`src/rtl/gs_fetch_unit.sv`:
```
// gs_fetch_unit: instruction fetch with in-order response queue and redirect drain
module gs_fetch_unit #(
  parameter logic [31:0] RESET_PC = 32'h0000_0000,
  parameter int          DEPTH    = 2
) (
  input  logic        clk,
  input  logic        rst,
  output logic        imem_req_valid,
  input  logic        imem_req_ready,
  output logic [31:0] imem_req_addr,
  input  logic        imem_rsp_valid,
  input  logic [31:0] imem_rsp_data,
  input  logic        redirect_valid,
  input  logic [31:0] redirect_pc,
  output logic        out_valid,
  input  logic        out_ready,
  output logic [31:0] instr_o,
  output logic [31:0] pc_o
);
  localparam int AW = $clog2(DEPTH);
  localparam int CW = $clog2(DEPTH + 1);
  localparam logic [CW-1:0] FULL = CW'(DEPTH);
  typedef enum logic {RUN, DRAIN} state_t;
  state_t state, state_nx;
  logic [31:0] fetch_pc;
  logic [31:0] pc_q [DEPTH];
  logic [31:0] data_q [DEPTH];
  logic [DEPTH-1:0] filled;
  logic [AW-1:0] alloc_ptr, fill_ptr, rd_ptr;
  logic [CW-1:0] used, pend, drop_cnt, drop_nx, owed;
  logic issue, fill, pop;
  logic unused_pc_bits;
  assign unused_pc_bits = ^redirect_pc[1:0];
  assign out_valid = filled[rd_ptr] && !redirect_valid;
  assign pop = out_valid && out_ready;
  // a slot freed by this cycle's pop may be refilled at once, sustaining one instruction per cycle
  assign imem_req_valid = rst && state == RUN && (used < FULL || pop) && !redirect_valid;
  assign imem_req_addr = fetch_pc;
  assign issue = imem_req_valid && imem_req_ready;
  assign fill = state == RUN && imem_rsp_valid && pend != '0 && !redirect_valid;
  assign instr_o = out_valid ? data_q[rd_ptr] : 32'h0000_0013;
  assign pc_o = out_valid ? pc_q[rd_ptr] : 32'h0;
  assign owed = drop_cnt + pend;
  always_comb begin
    state_nx = state;
    drop_nx = drop_cnt;
    if (redirect_valid) begin
      drop_nx = owed - CW'(imem_rsp_valid && owed != '0);
      state_nx = drop_nx != '0 ? DRAIN : RUN;
    end else if (state == DRAIN) begin
      drop_nx = drop_cnt - CW'(imem_rsp_valid && drop_cnt != '0);
      state_nx = drop_nx != '0 ? DRAIN : RUN;
    end
  end
  always_ff @(posedge clk) begin
    if (!rst) begin
      state <= RUN;
      fetch_pc <= RESET_PC;
      alloc_ptr <= '0;
      fill_ptr <= '0;
      rd_ptr <= '0;
      used <= '0;
      pend <= '0;
      drop_cnt <= '0;
      filled <= '0;
    end else begin
      state <= state_nx;
      drop_cnt <= drop_nx;
      if (redirect_valid) begin
        fetch_pc <= {redirect_pc[31:2], 2'b00};
        alloc_ptr <= '0;
        fill_ptr <= '0;
        rd_ptr <= '0;
        used <= '0;
        pend <= '0;
        filled <= '0;
      end else begin
        if (issue) fetch_pc <= fetch_pc + 32'd4;
        if (issue) alloc_ptr <= alloc_ptr + AW'(1);
        if (fill) fill_ptr <= fill_ptr + AW'(1);
        if (pop) rd_ptr <= rd_ptr + AW'(1);
        used <= used + CW'(issue) - CW'(pop);
        pend <= pend + CW'(issue) - CW'(fill);
        if (pop) filled[rd_ptr] <= 1'b0;
        if (issue) filled[alloc_ptr] <= 1'b0;
        if (fill) filled[fill_ptr] <= 1'b1;
      end
    end
  end
  always_ff @(posedge clk) begin
    if (issue) pc_q[alloc_ptr] <= fetch_pc;
    if (fill) data_q[fill_ptr] <= imem_rsp_data;
  end
endmodule

```
`config.mk`:
```
export PLATFORM = sky130hd
export DESIGN_NAME = gs_fetch_unit
export DESIGN_NICKNAME = d
export VERILOG_FILES = /design/src/rtl/gs_fetch_unit.sv
export SDC_FILE = /design/constraint.sdc
export NUM_CORES = 1
export LEC_CHECK = 0
export BUFFER_PORTS_ARGS = -buffer_cell sky130_fd_sc_hd__buf_2
export CAP_MARGIN = 15
export CORE_MARGIN = 2
export CORE_UTILIZATION = 58
export DETAILED_ROUTE_END_ITERATION = 7
export PLACE_DENSITY = 0.85
export SLEW_MARGIN = 20
export SYNTH_ARGS = -nofsm -noshare
export SYNTH_HDL_FRONTEND = slang
export SYNTH_SLANG_ARGS = --single-unit
```
`constraint.sdc`:
```
create_clock -name clk -period 5.8 [get_ports clk]
set_input_delay 1.16 -clock clk [delete_from_list [all_inputs] [get_ports clk]]
set_output_delay 1.16 -clock clk [all_outputs]
set_load 0.01 [all_outputs]
```
==> out/qor.yml <==
clock_network:
  path_clk_slew_ns: 0.06
  cts_buffers: 17
  cts_tree: "yes"
  post_cts_buffers: 0
  cts_resized: 0
  h-tree-depth: 4
  worstSkewPairLatency_ns: 0.42
  cts_hold_buf: 0
  cts.path.max_buffers: 2
  cts_root_buffer: "clkbuf_16"
  clock_sinks: 167
layout:
  regArea_mm2: 0.004588
  fillCellCount: 886
  multiInputGateArea_mm2: 0.002575
  drive_above_1_share_pct: 26.87
  fin_cells: 935
  antenna_cells: 0
  nets: 828
  synthToLayoutAreaGrowth_pct: 20.72
  utilization_pct: 71.18
floorplan:
  num_rows: 41
  initial_core_util_pct: 58.97
  die_x_um: 116.8
  coreArea_mm2: 0.01252
  die_y_um: 116.8
  dieArea_mm2: 0.01364
  io_pins: 168
detailed_routing:
  final_antenna_net_count: 0
  drt_iter0_markers: 665
  vias: 5500
  vias_per_cell: 5.882
  wl_um: 16610
  wire_per_inst_um: 17.77
  drt_pass1_iterations: 7
  post-route-drc-count: 0
placed_design:
  place.gp.congestion: 0.9050
  numPortBuffers: 161
  hpwl_um: 11030
  dp.cells: 903
logic_synthesis:
  synth.most_common_cell: "edfxtp_1"
  synthFlopType: "edfxtp_1"
  syn_inst: 603
  async_flop_share_pct: 0
  synthTopCellsByArea: "edfxtp_1, dfxtp_1, mux2i_1"
  netlist_area_mm2: 0.007381
  synth_top_area_share_pct: 50.45
  synth_cell_types: 59
  yosysSeqAreaShare_pct: 62.11
  synth_warnings: 0
  ys_ff_latch: 167
  synth_edf_count: 124
  synth_largest_area_cell: "edfxtp_1"
  synth_common_cells: "edfxtp_1, nor2_1, mux2i_1"
  avgSynthCellArea_um2: 12.24
worst_setup_path:
  startpoint_type: "primary input"
  cp.arrival_ns: 2.90
  cp-end-kind: "primary output"
  required_ns: 4.64
  worstPathMaxFanout: 60
  critPathKind: "in -> out"
timing:
  rsz0062_at_grt: "no"
  fin_crit_ns: 4.057
  fmax_ghz: 0.2465
  slew_viol_final: 0
  post-route-period-util_pct: 69.94
  setup_viol: 0
  hold_slack_ns: 0.4868
  clock_skew_ns: 0.01587
  hold_viol_final: 0
  tns_ns: 0
  slew_headroom_pct: 27.11
  worst_slew_pin_slew_ns: 1.093
global_route:
  grt_pass1_wl_um: 24800
  grtUsageTotal_pct: 23.86
  antenna_found_initial: 0
  overflow: 0
  gr-usage-met3_pct: 6.694
  grt_pass1_vias: 5046
  grt_busiest_layer: "met2"
  grtUsageMet1_pct: 29.97
  grt_max_degree: 63
  met2_usage_pct: 40.15
power:
  power_density_mw_per_mm2: 302.5
  p_leak_nw: 3.343
  vdd.ir_drop.worst_v: 0.0002053
status:
  status: "completed"
job:
  max_cap_violations: 0
worst_hold_path:
  min_path_type: "reg -> reg"
-- metal layers --
layer	part of all wire [%]	vias up
li1	-	2562
met1	41	2628
met2	49	275
met3	8.6	35
met4	1.7	0
met5	0	-
-- worst paths after layout --
kind | slack [ns] | to | from | cells after the start
hold / removal | 0.49 | fill_ptr$_SDFFE_PP0N_ | fill_ptr$_SDFFE_PP0N_ | 2
setup reg to reg | 3.17 | pc_q[0][5]$_DFFE_PP_ | state$_SDFF_PN0_ | 5
hold reg to reg | 0.49 | fill_ptr$_SDFFE_PP0N_ | fill_ptr$_SDFFE_PP0N_ | 2
setup / recovery | 1.74 | instr_o[0] | redirect_valid | 6
-- registers in the layout, summed over array words and instances (netlist names), named ones only --
register       cells
data_q            64
pc_q              60
imem_req_addr     30
drop_cnt           2
filled             2
pend               2
used               2
alloc_ptr          1
fill_ptr           1
rd_ptr             1
state              1
-- cell type report --
cell class	count	area share, %
Tap cell	172	2.415
Clock buffer	20	5.126
Sequential cell	167	51.50
Multi-Input combinational cell	383	28.90
Clock inverter	12	1.938
Timing Repair Buffer	166	9.465
Inverter	15	0.6600
-- kinds of logic (layout without fill, tap and decap cells) --
family                   Yosys count  after routing  synth area share, %
AO/OA/AOI/OAI                     92             92                8.883
multiplexers                      65             65                8.900
AND/OR/NAND/NOR                  202            202                13.73
flip-flops                       167            167                62.11
buffers and inverters             56            213                3.340
XOR/XNOR                          12             12                1.627
other                              1              4              0.05081
adder cells (fa/ha/maj)            8              8                1.356
-- placed cells by master (no fill, tap or decap), types with 12 or more instances in the layout --
cell type / instances
nor2_1: 78
edfxtp_1: 124
mux2i_1: 63
buf_2: 161
o21ai_0: 21
a31oi_1: 16
inv_1: 14
nand4_1: 12
dfxtp_1: 42
clkbuf_16: 17
nand2_1: 29
nand3_1: 12
-- power breakdown --
group / internal (mW) / switching [mW] / leakage, nW
logic: 0.0703 / 0.0914 / 1.56
registers: 1.31 / 0.0411 / 1.48
clock network: 0.742 / 0.436 / 0.306
total: 2.13 / 0.569 / 3.34
-- worst max-delay path: stages --
cell and delay, ns:
buf_2 0.57, inv_1 0.19, nand2_4 0.51, inv_1 0.19, nand2_1 0.09, buf_2 0.14
-- metrics by stage --
stage	setup WS, ns	power (mW)	cell area [um2]
2_1_floorplan	2.054	1.466	7392
3_3_place_gp	1.448	1.525	8272
3_5_place_dp	1.366	1.537	8272
4_1_cts	1.357	2.700	8901
5_1_grt	1.567	2.772	8910
6_report	1.743	2.695	8910
(Power assumes the default switching activity.)
